===== config.mk =====
export PLATFORM = sky130hd
export DESIGN_NAME = vrf_access_ctrl
export DESIGN_NICKNAME = d
export VERILOG_FILES = /design/src/rtl/vrf_pkg.sv /design/src/rtl/vrf_rd_fifo.sv /design/src/rtl/vrf_access_ctrl.sv
export SDC_FILE = /design/constraint.sdc
export NUM_CORES = 1
export LEC_CHECK = 0
export CAP_MARGIN = 20
export CORE_MARGIN = 2
export CORE_UTILIZATION = 30
export CTS_CLUSTER_DIAMETER = 100
export DETAILED_ROUTE_END_ITERATION = 6
export PLACE_DENSITY_LB_ADDON = 0.12
export SYNTH_ARGS = -nofsm -noshare
export SYNTH_HDL_FRONTEND = slang
export SYNTH_SLANG_ARGS = --single-unit
export TNS_END_PERCENT = 50

===== constraint.sdc =====
create_clock -name clk -period 6.3 [get_ports clk]
set_input_delay 1.26 -clock clk [delete_from_list [all_inputs] [get_ports clk]]
set_output_delay 1.26 -clock clk [all_outputs]
set_load 0.03 [all_outputs]

===== src/rtl/vrf_pkg.sv =====
// Shared constants and types for the vector register file access controller.
package vrf_pkg;

    localparam int unsigned DATA_W = 64;
    localparam int unsigned ADDR_W = 5;

    // Regfile direction encoding, also used for req_rw.
    localparam logic RF_WRITE = 1'b1;
    localparam logic RF_READ  = 1'b0;

    typedef enum logic [1:0] {
        StIdle,
        StWrite,
        StRead,
        StDrain
    } vrf_state_e;

endpackage


===== src/rtl/vrf_rd_fifo.sv =====
// Read-return FIFO: data plus last flag, with occupancy count for credit checks.
module vrf_rd_fifo #(
    parameter int unsigned WIDTH = 65,
    parameter int unsigned DEPTH = 4,
    localparam int unsigned PW = (DEPTH > 1) ? $clog2(DEPTH) : 1,
    localparam int unsigned CW = $clog2(DEPTH + 1)
) (
    input  logic             clk,
    input  logic             rst,
    input  logic             push,
    input  logic [WIDTH-1:0] wdata,
    input  logic             pop,
    output logic [WIDTH-1:0] rdata,
    output logic [CW-1:0]    count,
    output logic             empty,
    output logic             full
);

    logic [WIDTH-1:0] mem_q [DEPTH];
    logic [PW-1:0]    wr_ptr_q;
    logic [PW-1:0]    rd_ptr_q;
    logic [CW-1:0]    count_q;
    logic             do_push;
    logic             do_pop;

    function automatic logic [PW-1:0] ptr_inc(input logic [PW-1:0] p);
        return (p == PW'(DEPTH - 1)) ? '0 : p + 1'b1;
    endfunction

    assign empty   = (count_q == '0);
    assign full    = (count_q == CW'(DEPTH));
    assign do_pop  = pop && !empty;
    // A push into a full FIFO is accepted only alongside a pop.
    assign do_push = push && (!full || do_pop);
    assign rdata   = mem_q[rd_ptr_q];
    assign count   = count_q;

    // Pointer and occupancy tracking.
    always_ff @(posedge clk or posedge rst) begin
        if (rst) begin
            wr_ptr_q <= '0;
            rd_ptr_q <= '0;
            count_q  <= '0;
        end else begin
            if (do_push) begin
                wr_ptr_q <= ptr_inc(wr_ptr_q);
            end
            if (do_pop) begin
                rd_ptr_q <= ptr_inc(rd_ptr_q);
            end
            count_q <= count_q + CW'(do_push) - CW'(do_pop);
        end
    end

    // Storage; contents are only observed while non-empty, so no reset needed.
    always_ff @(posedge clk) begin
        if (do_push) begin
            mem_q[wr_ptr_q] <= wdata;
        end
    end

    overflow_chk : assert property (@(posedge clk) disable iff (rst) !(push && full && !pop))
        else $error("vrf_rd_fifo overflow");

endmodule


===== src/rtl/vrf_access_ctrl.sv =====
// Sequencer driving a single-port vector regfile for 1..8 register groups.
// Writes stream in one word per cycle; reads are issued against credits so the
// return FIFO can always absorb every word still in flight.
module vrf_access_ctrl #(
    parameter int unsigned DATA_W     = vrf_pkg::DATA_W,
    parameter int unsigned ADDR_W     = vrf_pkg::ADDR_W,
    parameter int unsigned READ_LAT   = 1,
    parameter int unsigned FIFO_DEPTH = 4
) (
    input  logic              clk,
    input  logic              rst,
    input  logic              req_valid,
    output logic              req_ready,
    input  logic              req_rw,
    input  logic [ADDR_W-1:0] req_addr,
    input  logic [2:0]        req_cnt,
    input  logic              wr_valid,
    output logic              wr_ready,
    input  logic [DATA_W-1:0] wr_data,
    output logic              rd_valid,
    input  logic              rd_ready,
    output logic [DATA_W-1:0] rd_data,
    output logic              rd_last,
    output logic              busy,
    output logic              rf_en,
    output logic              rf_rw,
    output logic [ADDR_W-1:0] rf_addr,
    output logic [DATA_W-1:0] rf_data_in,
    input  logic [DATA_W-1:0] rf_data_out
);
    import vrf_pkg::*;

    localparam int unsigned CW = $clog2(FIFO_DEPTH + 1);
    localparam logic [CW:0] DEPTH_CREDIT = (CW + 1)'(FIFO_DEPTH);

    vrf_state_e        state_q, state_d;
    logic [ADDR_W-1:0] cur_q, cur_d;
    logic [2:0]        rem_q, rem_d;
    logic              rf_en_d;
    logic              rf_rw_d;
    logic [ADDR_W-1:0] rf_addr_d;
    logic [DATA_W-1:0] rf_data_in_d;
    logic              iss_last_q, iss_last_d;
    logic [READ_LAT-1:0] pipe_vld_q;
    logic [READ_LAT-1:0] pipe_last_q;
    logic [CW-1:0]     inflight_q;
    logic [CW-1:0]     fifo_count;
    logic              fifo_empty;
    logic              fifo_full;
    logic [DATA_W:0]   fifo_rdata;
    logic              credit_ok;
    logic              issue;
    logic              push;
    logic              pop;

    // Reads still in flight plus words already queued must fit in the FIFO.
    assign credit_ok = ({1'b0, fifo_count} + {1'b0, inflight_q}) < DEPTH_CREDIT;
    assign push      = pipe_vld_q[READ_LAT-1];
    assign pop       = rd_valid && rd_ready;

    // Next-state, request/write handshakes and next regfile command.
    always_comb begin
        state_d      = state_q;
        cur_d        = cur_q;
        rem_d        = rem_q;
        rf_en_d      = 1'b0;
        rf_rw_d      = rf_rw;
        rf_addr_d    = rf_addr;
        rf_data_in_d = rf_data_in;
        iss_last_d   = 1'b0;
        issue        = 1'b0;
        req_ready    = 1'b0;
        wr_ready     = 1'b0;
        busy         = 1'b1;
        unique case (state_q)
            StIdle: begin
                req_ready = 1'b1;
                busy      = 1'b0;
                if (req_valid) begin
                    cur_d   = req_addr;
                    rem_d   = req_cnt;
                    state_d = (req_rw == RF_WRITE) ? StWrite : StRead;
                end
            end
            StWrite: begin
                wr_ready = 1'b1;
                if (wr_valid) begin
                    rf_en_d      = 1'b1;
                    rf_rw_d      = RF_WRITE;
                    rf_addr_d    = cur_q;
                    rf_data_in_d = wr_data;
                    cur_d        = cur_q + 1'b1;
                    rem_d        = rem_q - 1'b1;
                    if (rem_q == 3'd0) begin
                        state_d = StIdle;
                    end
                end
            end
            StRead: begin
                if (credit_ok) begin
                    issue      = 1'b1;
                    rf_en_d    = 1'b1;
                    rf_rw_d    = RF_READ;
                    rf_addr_d  = cur_q;
                    iss_last_d = (rem_q == 3'd0);
                    cur_d      = cur_q + 1'b1;
                    rem_d      = rem_q - 1'b1;
                    if (rem_q == 3'd0) begin
                        state_d = StDrain;
                    end
                end
            end
            StDrain: begin
                if (inflight_q == '0 && fifo_empty) begin
                    state_d = StIdle;
                end
            end
            default: state_d = StIdle;
        endcase
    end

    // State, group cursor and registered regfile command.
    always_ff @(posedge clk or posedge rst) begin
        if (rst) begin
            state_q    <= StIdle;
            cur_q      <= '0;
            rem_q      <= '0;
            rf_en      <= 1'b0;
            rf_rw      <= 1'b0;
            rf_addr    <= '0;
            rf_data_in <= '0;
            iss_last_q <= 1'b0;
        end else begin
            state_q    <= state_d;
            cur_q      <= cur_d;
            rem_q      <= rem_d;
            rf_en      <= rf_en_d;
            rf_rw      <= rf_rw_d;
            rf_addr    <= rf_addr_d;
            rf_data_in <= rf_data_in_d;
            iss_last_q <= iss_last_d;
        end
    end

    // Latency pipe: stage 0 captures the strobe as the regfile samples it.
    always_ff @(posedge clk or posedge rst) begin
        if (rst) begin
            pipe_vld_q  <= '0;
            pipe_last_q <= '0;
        end else begin
            pipe_vld_q[0]  <= rf_en && (rf_rw == RF_READ);
            pipe_last_q[0] <= iss_last_q;
            for (int i = 1; i < READ_LAT; i++) begin
                pipe_vld_q[i]  <= pipe_vld_q[i-1];
                pipe_last_q[i] <= pipe_last_q[i-1];
            end
        end
    end

    // In-flight count covers the registered strobe and every pipe stage.
    always_ff @(posedge clk or posedge rst) begin
        if (rst) begin
            inflight_q <= '0;
        end else begin
            inflight_q <= inflight_q + CW'(issue) - CW'(push);
        end
    end

    vrf_rd_fifo #(
        .WIDTH (DATA_W + 1),
        .DEPTH (FIFO_DEPTH)
    ) u_rd_fifo (
        .clk   (clk),
        .rst   (rst),
        .push  (push),
        .wdata ({pipe_last_q[READ_LAT-1], rf_data_out}),
        .pop   (pop),
        .rdata (fifo_rdata),
        .count (fifo_count),
        .empty (fifo_empty),
        .full  (fifo_full)
    );

    // Head is masked while empty so stale entries never show on the port.
    assign rd_valid = !fifo_empty;
    assign rd_data  = fifo_empty ? '0 : fifo_rdata[DATA_W-1:0];
    assign rd_last  = !fifo_empty && fifo_rdata[DATA_W];

endmodule


==> results of run 1 <==
## stage by stage
stage	hold slack [ns]	instances
2_1_floorplan	0.331	703
3_3_place_gp	0.334	1560
3_5_place_dp	0.337	1560
4_1_cts	0.351	1631
5_1_grt	0.353	1631
6_report	0.348	1632
## final timing paths
| kind | from | end | slack, ns | cells after the start |
|---|---|---|---|---|
| min | iss_last_q$_DFF_PP0_ | pipe_last_q$_DFF_PP0_ | 0.35 | 0 |
| max | u_rd_fifo.rd_ptr_q[0]$_DFFE_PP0P_ | rd_data[35] | 1.62 | 4 |
| max in group asynchronous | rst | rf_data_in[46]$_DFFE_PP0P_ | 4.04 | 3 |
| min reg2reg | iss_last_q$_DFF_PP0_ | pipe_last_q$_DFF_PP0_ | 0.35 | 0 |
| max reg2reg | u_rd_fifo.count[0]$_DFF_PP0_ | u_rd_fifo.count[2]$_DFF_PP0_ | 3.54 | 10 |
| min in group asynchronous | rst | rf_data_in[26]$_DFFE_PP0P_ | 1.18 | 2 |
## registers in the layout, indices dropped and copies added, names as in the netlist
register,flops
rf_data_in,64
pipe_last_q,1
u_rd_fifo.wr_ptr_q,2
rf_rw,1
pipe_vld_q,1
u_rd_fifo.count,3
rf_addr,5
inflight_q,3
u_rd_fifo.mem_q,260
state_q,2
cur_q,5
iss_last_q,1
u_rd_fifo.rd_ptr_q,2
rf_en,1
rem_q,3
## placed cells by master, fill, tap and decap left out, types with 3 or more instances in the layout
master / netlist / final
buf_4: 0 / 8
nor2_1: 6 / 6
o22a_1: 3 / 3
mux2i_1: 4 / 4
clkbuf_16: 0 / 41
and2_4: 0 / 4
o21ai_0: 10 / 10
inv_1: 21 / 20
edfxtp_1: 260 / 260
clkinv_2: 0 / 11
mux4_2: 65 / 65
clkdlybuf4s50_1: 0 / 281
nand2_1: 12 / 11
clkinvlp_4: 0 / 5
ha_1: 18 / 18
a21oi_1: 3 / 3
clkinv_1: 0 / 9
mux2_2: 71 / 71
nand3_1: 6 / 6
and2_1: 69 / 65
xnor2_1: 3 / 3
dfrtp_1: 94 / 92
## report_power, final
part | internal, mW | total [mW] | switching (mW) | leakage, nW
Clock | 1.28 | 2.20 | 0.926 | 0.608
Combinational | 1.90 | 3.97 | 2.08 | 2.42
Sequential | 2.93 | 3.32 | 0.391 | 3.46
## logic make-up after synthesis
kind of cell,after synthesis,synth area share
adder cells (fa/ha/maj),20,0.0192
AO/OA/AOI/OAI,27,0.0136
XOR/XNOR,4,0.00254
flip-flops,354,0.735
AND/OR/NAND/NOR,105,0.0450
multiplexers,140,0.167
buffers and inverters,53,0.0179
## metal layers
| layer | vias up | GRT usage |
|---|---|---|
| li1 | 3314 | - |
| met3 | 35 | 0.0585 |
| met2 | 232 | 0.197 |
| met5 | - | 0 |
| met1 | 3737 | 0.177 |
| met4 | 0 | 0.0315 |
## final cells by class
type | instances | area, µm²
repair buffers | 289 | 2870
inverters | 21 | 81.3
flip-flops and latches | 354 | 10200
multi-input cells | 296 | 3430
clock inverters | 29 | 204
fillers | 4203 | 26800
diodes | 1 | 2.50
well taps | 600 | 751
clock buffers | 42 | 1040
==> metrics.txt, run 1 <==
# Post-CTS Setup Buffers 0; RePlAce Congestion around 0.7; FMAX ~0.21 GHz; CTS resizes 0; M1 WL ~14 mm; Worst Hold Class reg2reg; Die Span Y between 200 and 250 µm; Slew headroom 0.279; cell family with most CP delay flip-flops; synth-to-layout area growth 34.2%; Initial Utilization 0.305; # clock sinks approximately 350; I/O Buffers between 200 and 300; Ports approximately 280; share of layout cells above drive strength 1 0.212; htree depth 2; Residual DRC 0; initial DRC count roughly 370; die area about 0.048 mm²; Worst Skew around 0.011 ns; largest buffer count on any clock path 3; Syn Area/Cell 19.7 µm²; Max Cap Viol 0; total leakage power between 6 and 7 nW; hpwl dp slightly below 20 mm; GRT overflow 0; Max IR drop VDD 0.000235 V; count leader, synth edfxtp_1; CTS clk-pin slew, worst paths around 0.060 ns; power per cell area 512 mW/mm²; antenna violations before repair 1; core area ~0.045 mm²; part of the Yosys area used for sequential elements 0.735; area of the mapped netlist ~0.014 mm²; Pwr Total between 9 and 10 mW; Net Count, Synth about 870; detailed-route vias per instance between 4 and 5; Core Rows ~80; WP buf/inv 2; Die Span X roughly 220 µm; fin util 0.409; synth top area cells edfxtp_1 (56%), dfrtp_1 (17%), mux4_2 (11%); crit-path max FO 47; Post-synth EDFFs 260; TritonCTS Buffers 41; # hold bufs at CTS 0; Final Hold Viols 0; via count 7,318; Post-synth top cells edfxtp_1 (260), dfrtp_1 (94), mux2_2 (71); Final Cell Area 0.0185 mm²; post-synth top area cell edfxtp_1; Setup CP Type reg2out; DR WL met3 around 3.0 mm; number of global-route vias before repair about 8.0k; status completed; Yosys warnings 0; placed inst area ~0.017 mm²; top_reg_cell synth edfxtp_1; Yosys cell types 38; root buf cell clkbuf_16; #FFs+latches synth roughly 350; WP data required between 5 and 6 ns; startpoint types register; pin count of the biggest net entering global routing 69; dpl ws ~2.1 ns; final period utilization 0.742; crit path DAT 3.42 ns; routed wire length 31.4 mm; setup ws final 1.62 ns; CP max-delay cell dfrtp_4; cells after synthesis ~700; crit path time final around 4.7 ns; Final ANT Viol Nets 0; Worst-Skew Late Latency between 0.5 and 0.6 ns; met2 WL approximately 14 mm; Setup crit end kind output pin; detailed-router iteration count before antenna repair 4; routed length per instance about 19 µm; fin. max-slew vios 0; top cell type's share of synthesized area 0.565; sum of negative setup slack 0 ns; RSZ-0062 raised after global routing no; TritonCTS clock tree yes; Least-Margin Pin Slew around 1.1 ns; Cell Chain, Critical Path buf_4 > mux4_2 > and2_1 > clkdlybuf4s50_1; Final nets between 1k and 1.5k; final setup fails 0; Critical Path Max Stage Delay roughly 1.1 ns; Async SR Flop Fraction 0.266; max layer used met4; All-Layer GR Usage 0.132; first-pass GRT wire length about 48 mm
Note: power is estimated with default switching activity, not from simulation.
==> run 2, diff against run 1 <==
clock period = 4.3 ns   (was 6.3 ns; I/O delays follow)
==> metrics.txt, run 2 (same netlist as run 1, synthesis figures left out) <==
status completed (unchanged); Ports 282 (unchanged); Core Rows 78 (unchanged); detailed-route vias per instance 4.47 (was 4.48); biggest regs u_rd_fifo.mem_q: 260 flops, rf_data_in: 64 flops (unchanged); Worst-Skew Late Latency 0.56 ns (was 0.55 ns); sequential power share 0.335 (was 0.350); Max IR drop VDD 0.000414 V (was 0.000235 V); Fill cells 4,124 (was 4,203); Setup crit end kind output pin (unchanged); detailed-router iteration count before antenna repair 4 (unchanged); All-Layer GR Usage 0.134 (was 0.132); RSZ-0062 raised after global routing no (unchanged); Slew headroom 0.490 (was 0.279); Residual DRC 0 (unchanged); core area 0.0454 mm² (unchanged); total leakage power 6.62 nW (was 6.49 nW); Initial Utilization 0.305 (unchanged); Final nets 1,174 (was 1,165); WP buf/inv 2 (unchanged); routed length per instance 19.3 µm (was 19.2 µm); # clock sinks 354 (unchanged); htree depth 2 (unchanged); CTS clk-pin slew, worst paths 0.06 ns (about the same); Switching Fraction 0.353 (was 0.357); Setup CP Type reg2out (unchanged); crit path DAT 3.09 ns (was 3.42 ns); number of instances in the placed design 1,568 (was 1,560); number of global-route vias before repair 8,020 (was 7,953); cell family with most CP delay flip-flops (unchanged); Biggest register u_rd_fifo.mem_q (unchanged); Psw 5.02 mW (was 3.39 mW); final period utilization 0.918; GRT overflow 0 (unchanged); Worst Skew 0.0235 ns (was 0.0112 ns); root buf cell clkbuf_16 (unchanged); routed wire length 31.8 mm (was 31.4 mm); final setup fails 0 (unchanged); P_int 9.19 mW (was 6.11 mW); commonest non-fill, non-tap cell in the layout clkdlybuf4s50_1 (unchanged); initial DRC count 330 (was 366); # hold bufs at CTS 0 (unchanged); largest buffer count on any clock path 3 (unchanged); non-filler cells, final 1,644 (was 1,632); Cell Chain, Critical Path buf_12 > mux4_2 > and2_1 > clkdlybuf4s50_1 (was buf_4 > mux4_2 > and2_1 > clkdlybuf4s50_1); die area 0.0478 mm² (unchanged); most frequent cells in the layout clkdlybuf4s50_1 (281), edfxtp_1 (260), dfrtp_1 (92), mux2_2 (71) (unchanged); hpwl dp 19.8 mm (was 19.3 mm); via count 7,346 (was 7,318); # Post-CTS Setup Buffers 0 (unchanged); Die Span X 219 µm (unchanged); Least-Margin Pin Slew 0.765 ns (was 1.08 ns); TritonCTS Buffers 42 (was 41); pin count of the biggest net entering global routing 93 (was 69); clock power share 0.242 (was 0.232); Final Hold Viols 0 (unchanged); Final ANT Viol Nets 0 (unchanged); fin. max-slew vios 0 (unchanged); CP max-delay cell dfrtp_4 (unchanged); Worst Hold Class reg2reg (unchanged); WP data required 3.44 ns (was 5.04 ns); Largest register FFs 260 (unchanged); Gate power share 0.423 (was 0.418); first-pass GRT wire length 48.4 mm (was 47.8 mm); Reg area 0.0102 mm² (unchanged); Max Cap Viol 0 (unchanged); Critical Path Max Stage Delay 0.93 ns (was 1.09 ns); FMAX between 0.2 and 0.3 GHz; CTS resizes 0 (unchanged); antenna violations before repair 1 (unchanged); crit-path max FO 34 (was 47); I/O Buffers 281 (unchanged); synth-to-layout area growth 36.0% (was 34.2%); multi-input gate area in the final layout 0.00343 mm² (unchanged); startpoint types register (unchanged); sum of negative setup slack 0 ns (unchanged); power per cell area 756 mW/mm² (was 512 mW/mm²); share of layout cells above drive strength 1 0.217 (was 0.212); crit path time final roughly 3.9 ns; TritonCTS clock tree yes (unchanged); Die Span Y 219 µm (unchanged); RePlAce Congestion 0.691 (was 0.682)
[run 2: cell count changes in the layout (fill, tap and decap cells not counted), moves of 2 or more]
cell / before / now
clkbuf_1: 0 / 4
clkinv_4: 0 / 2
clkinvlp_4: 5 / 0
clkinv_2: 11 / 9
bufinv_16: 2 / 4
buf_12: 0 / 8
[run 2: power by group through the flow]
stage | clock [mW] | combinational, mW | sequential (mW)
2_1_floorplan | 0 | 3.22 | 5.30
3_3_place_gp | 0 | 6.11 | 4.82
3_5_place_dp | 0 | 6.12 | 4.84
4_1_cts | 3.56 | 6.14 | 4.78
5_1_grt | 3.72 | 6.43 | 4.86
6_report | 3.44 | 6.01 | 4.76
[run 2: layer usage]
| layer | part of all wire | routed length [µm] | track usage | vias up |
|---|---|---|---|---|
| li1 | - | - | - | 3334 |
| met1 | 0.43 | 13700 | 0.173 | 3724 |
| met2 | 0.45 | 14400 | 0.205 | 240 |
| met3 | 0.096 | 3060 | 0.0593 | 48 |
| met4 | 0.020 | 627 | 0.0358 | 0 |
| met5 | 0 | 0 | 0 | - |
[run 2: worst register-to-register path: cells and delay by family, from the launching register on]
family	cells	cell delay, ns
and+or+nand+nor	2	0.97
adders and majority gates	3	0.77
DFF	1	0.43
xor gates and xnor gates	2	0.28
buffers and inverters	3	0.16
[run 2: final timing paths]
| kind | start | end | slack (ns) | depth (start not counted) |
|---|---|---|---|---|
| min in group asynchronous | rst | u_rd_fifo.rd_ptr_q[1]$_DFFE_PP0P_ | 0.52 | 2 |
| worst min register to register | iss_last_q$_DFF_PP0_ | pipe_last_q$_DFF_PP0_ | 0.36 | 0 |
| worst max register to register | u_rd_fifo.count[0]$_DFF_PP0_ | u_rd_fifo.count[2]$_DFF_PP0_ | 1.59 | 10 |
| worst max-delay path | u_rd_fifo.rd_ptr_q[0]$_DFFE_PP0P_ | rd_data[50] | 0.35 | 4 |
| worst min-delay path | iss_last_q$_DFF_PP0_ | pipe_last_q$_DFF_PP0_ | 0.36 | 0 |
| max in group asynchronous | rst | rf_data_in[43]$_DFFE_PP0P_ | 3.04 | 3 |
[run 2: stage by stage]
step / instance area (µm²) / setup WS (ns) / total power, mW / hold slack [ns] / utilization
floorplan: 13800 / 0.991 / 8.52 / 0.331 / -
global route: 18800 / 0.149 / 15.0 / 0.369 / 0.414
detailed placement: 17500 / 0.855 / 11.0 / 0.346 / 0.385
CTS: 18800 / 0.223 / 14.5 / 0.360 / 0.414
global placement: 17500 / 0.869 / 10.9 / 0.342 / 0.385
finish: 18800 / 0.354 / 14.2 / 0.356 / 0.414
[run 2: layout make-up]
type                       instances  area share
clock buffer                      47      0.0575
tap                              600      0.0399
clock inverter                    28      0.0135
inverter                          21     0.00433
antenna                            1    0.000133
multi-input combinational        296       0.182
timing repair buffer             297       0.161
sequential                       354       0.541
==> run 3, diff against run 2 <==
--- a/config.mk
+++ b/config.mk
@@ -9,3 +9,3 @@
 export CORE_MARGIN = 2
-export CORE_UTILIZATION = 30
+export CORE_UTILIZATION = 46
 export CTS_CLUSTER_DIAMETER = 100
==> constraint.sdc (replaced) <==
create_clock -name clk -period 4.3 [get_ports clk]
set_input_delay 0.645 -clock clk [delete_from_list [all_inputs] [get_ports clk]]
set_output_delay 0.645 -clock clk [all_outputs]
set_load 0.03 [all_outputs]
==> metrics.txt, run 3 (same netlist as run 1, synthesis figures left out) <==
GRT overflow 0 (unchanged); Setup CP Type reg2out (unchanged); pin count of the biggest net entering global routing 69 (was 93); TritonCTS clock tree yes (unchanged); hpwl dp 17.9 mm (was 19.8 mm); Residual DRC 0 (unchanged); WP data required 3.65 ns (was 3.44 ns); Initial Utilization 0.466 (was 0.305); core area 0.0296 mm² (was 0.0454 mm²); detailed-route vias per instance 5.11 (was 4.47); power per cell area 757 mW/mm² (was 756 mW/mm²); Final nets 1,169 (was 1,174); share of layout cells above drive strength 1 0.211 (was 0.217); # hold bufs at CTS 0 (unchanged); Least-Margin Pin Slew 0.861 ns (was 0.765 ns); Worst Skew 0.00888 ns (was 0.0235 ns); status completed (unchanged); Final Hold Viols 0 (unchanged); routed wire length 28.3 mm (was 31.8 mm); synth-to-layout area growth 33.0% (was 36.0%); total leakage power 6.55 nW (was 6.62 nW); ant diodes 0 (was 1); TritonCTS Buffers 39 (was 42); biggest regs u_rd_fifo.mem_q: 260 flops, rf_data_in: 64 flops (unchanged); Die Span X 177 µm (was 219 µm); # Post-CTS Setup Buffers 0 (unchanged); Core Rows 63 (was 78); routed length per instance 19.8 µm (was 19.3 µm); crit path DAT 2.93 ns (was 3.09 ns); Slew headroom 0.426 (was 0.490); commonest non-fill, non-tap cell in the layout clkdlybuf4s50_1 (unchanged); Worst-Skew Late Latency 0.52 ns (was 0.56 ns); crit path time final 3.58 ns (was 3.95 ns); Max IR drop VDD 0.000505 V (was 0.000414 V); # clock sinks 354 (unchanged); crit-path max FO 28 (was 34); Final ANT Viol Nets 0 (unchanged); first-pass GRT wire length 44.3 mm (was 48.4 mm); Biggest register u_rd_fifo.mem_q (unchanged); antenna violations before repair 1 (unchanged); htree depth 2 (unchanged); Max Cap Viol 0 (unchanged); Largest register FFs 260 (unchanged); final setup fails 0 (unchanged); final period utilization 0.832 (was 0.918); die area 0.0314 mm² (was 0.0478 mm²); via count 7,275 (was 7,346); most frequent cells in the layout clkdlybuf4s50_1 (281), edfxtp_1 (260), dfrtp_1 (92), mux2_2 (71) (unchanged); sum of negative setup slack 0 ns (unchanged); fin. max-slew vios 0 (unchanged); Setup crit end kind output pin (unchanged); fin util 0.620 (was 0.414); CTS clk-pin slew, worst paths 0.06 ns (about the same); Ports 282 (unchanged); All-Layer GR Usage 0.185 (was 0.134); Worst Hold Class reg2reg (unchanged); largest buffer count on any clock path 3 (unchanged); detailed-router iteration count before antenna repair 4 (unchanged); I/O Buffers 281 (unchanged); RePlAce Congestion 0.747 (was 0.691); number of global-route vias before repair 7,898 (was 8,020); root buf cell clkbuf_16 (unchanged); initial DRC count 431 (was 330); Pwr Total 13.9 mW (was 14.2 mW); RSZ-0062 raised after global routing no (unchanged); Die Span Y 177 µm (was 219 µm); CTS resizes 0 (unchanged); startpoint types register (unchanged); FMAX 0.280 GHz (was 0.253 GHz)
==> run 3: power breakdown <==
part	internal, mW	switching (mW)
sequential	4.30	0.462
combinational	2.81	3.10
clock	1.97	1.27
total	9.08	4.83
==> run 3: layer usage <==
layer / wire [µm] / track usage
met2: 13600 / 0.299
met3: 2660 / 0.0647
met1: 11600 / 0.241
met4: 440 / 0.0427
met5: 13 / 0
==> run 3: metrics by stage <==
step	setup slack (ns)	cells	hold slack [ns]	area, µm²
floorplan	1.21	703	0.331	13800
global placement	1.18	1356	0.338	17100
detailed placement	1.16	1356	0.336	17100
CTS	0.603	1424	0.351	18400
global route	0.523	1424	0.353	18400
finish	0.723	1424	0.351	18400
==> run 3: worst max-delay path, stage by stage, from the launching register on <==
cell and delay [ns]:
dfrtp_4 0.82, buf_12 0.29, mux4_2 0.51, and2_1 0.17, clkdlybuf4s50_1 0.59
==> run 3: layout make-up <==
cell class	instances	area, µm²
flip-flops and latches	354	10200
fillers	2245	11300
repair buffers	295	2970
multi-input cells	296	3430
clock inverters	20	200
clock buffers	48	1050
inverters	21	80.1
well taps	390	488
==> run 3: path summary, 6_finish.rpt <==
| path | start | end | slack (ns) | cells past startpoint |
|---|---|---|---|---|
| worst max-delay path | u_rd_fifo.rd_ptr_q[0]$_DFFE_PP0P_ | rd_data[49] | 0.72 | 4 |
| worst min-delay path | iss_last_q$_DFF_PP0_ | pipe_last_q$_DFF_PP0_ | 0.35 | 0 |
| worst max register to register | u_rd_fifo.count[0]$_DFF_PP0_ | u_rd_fifo.count[2]$_DFF_PP0_ | 1.61 | 10 |
| worst min register to register | iss_last_q$_DFF_PP0_ | pipe_last_q$_DFF_PP0_ | 0.35 | 0 |
| max in group asynchronous | rst | rf_data_in[46]$_DFFE_PP0P_ | 3.06 | 3 |
| min in group asynchronous | rst | rf_addr[0]$_DFFE_PP0P_ | 0.50 | 2 |
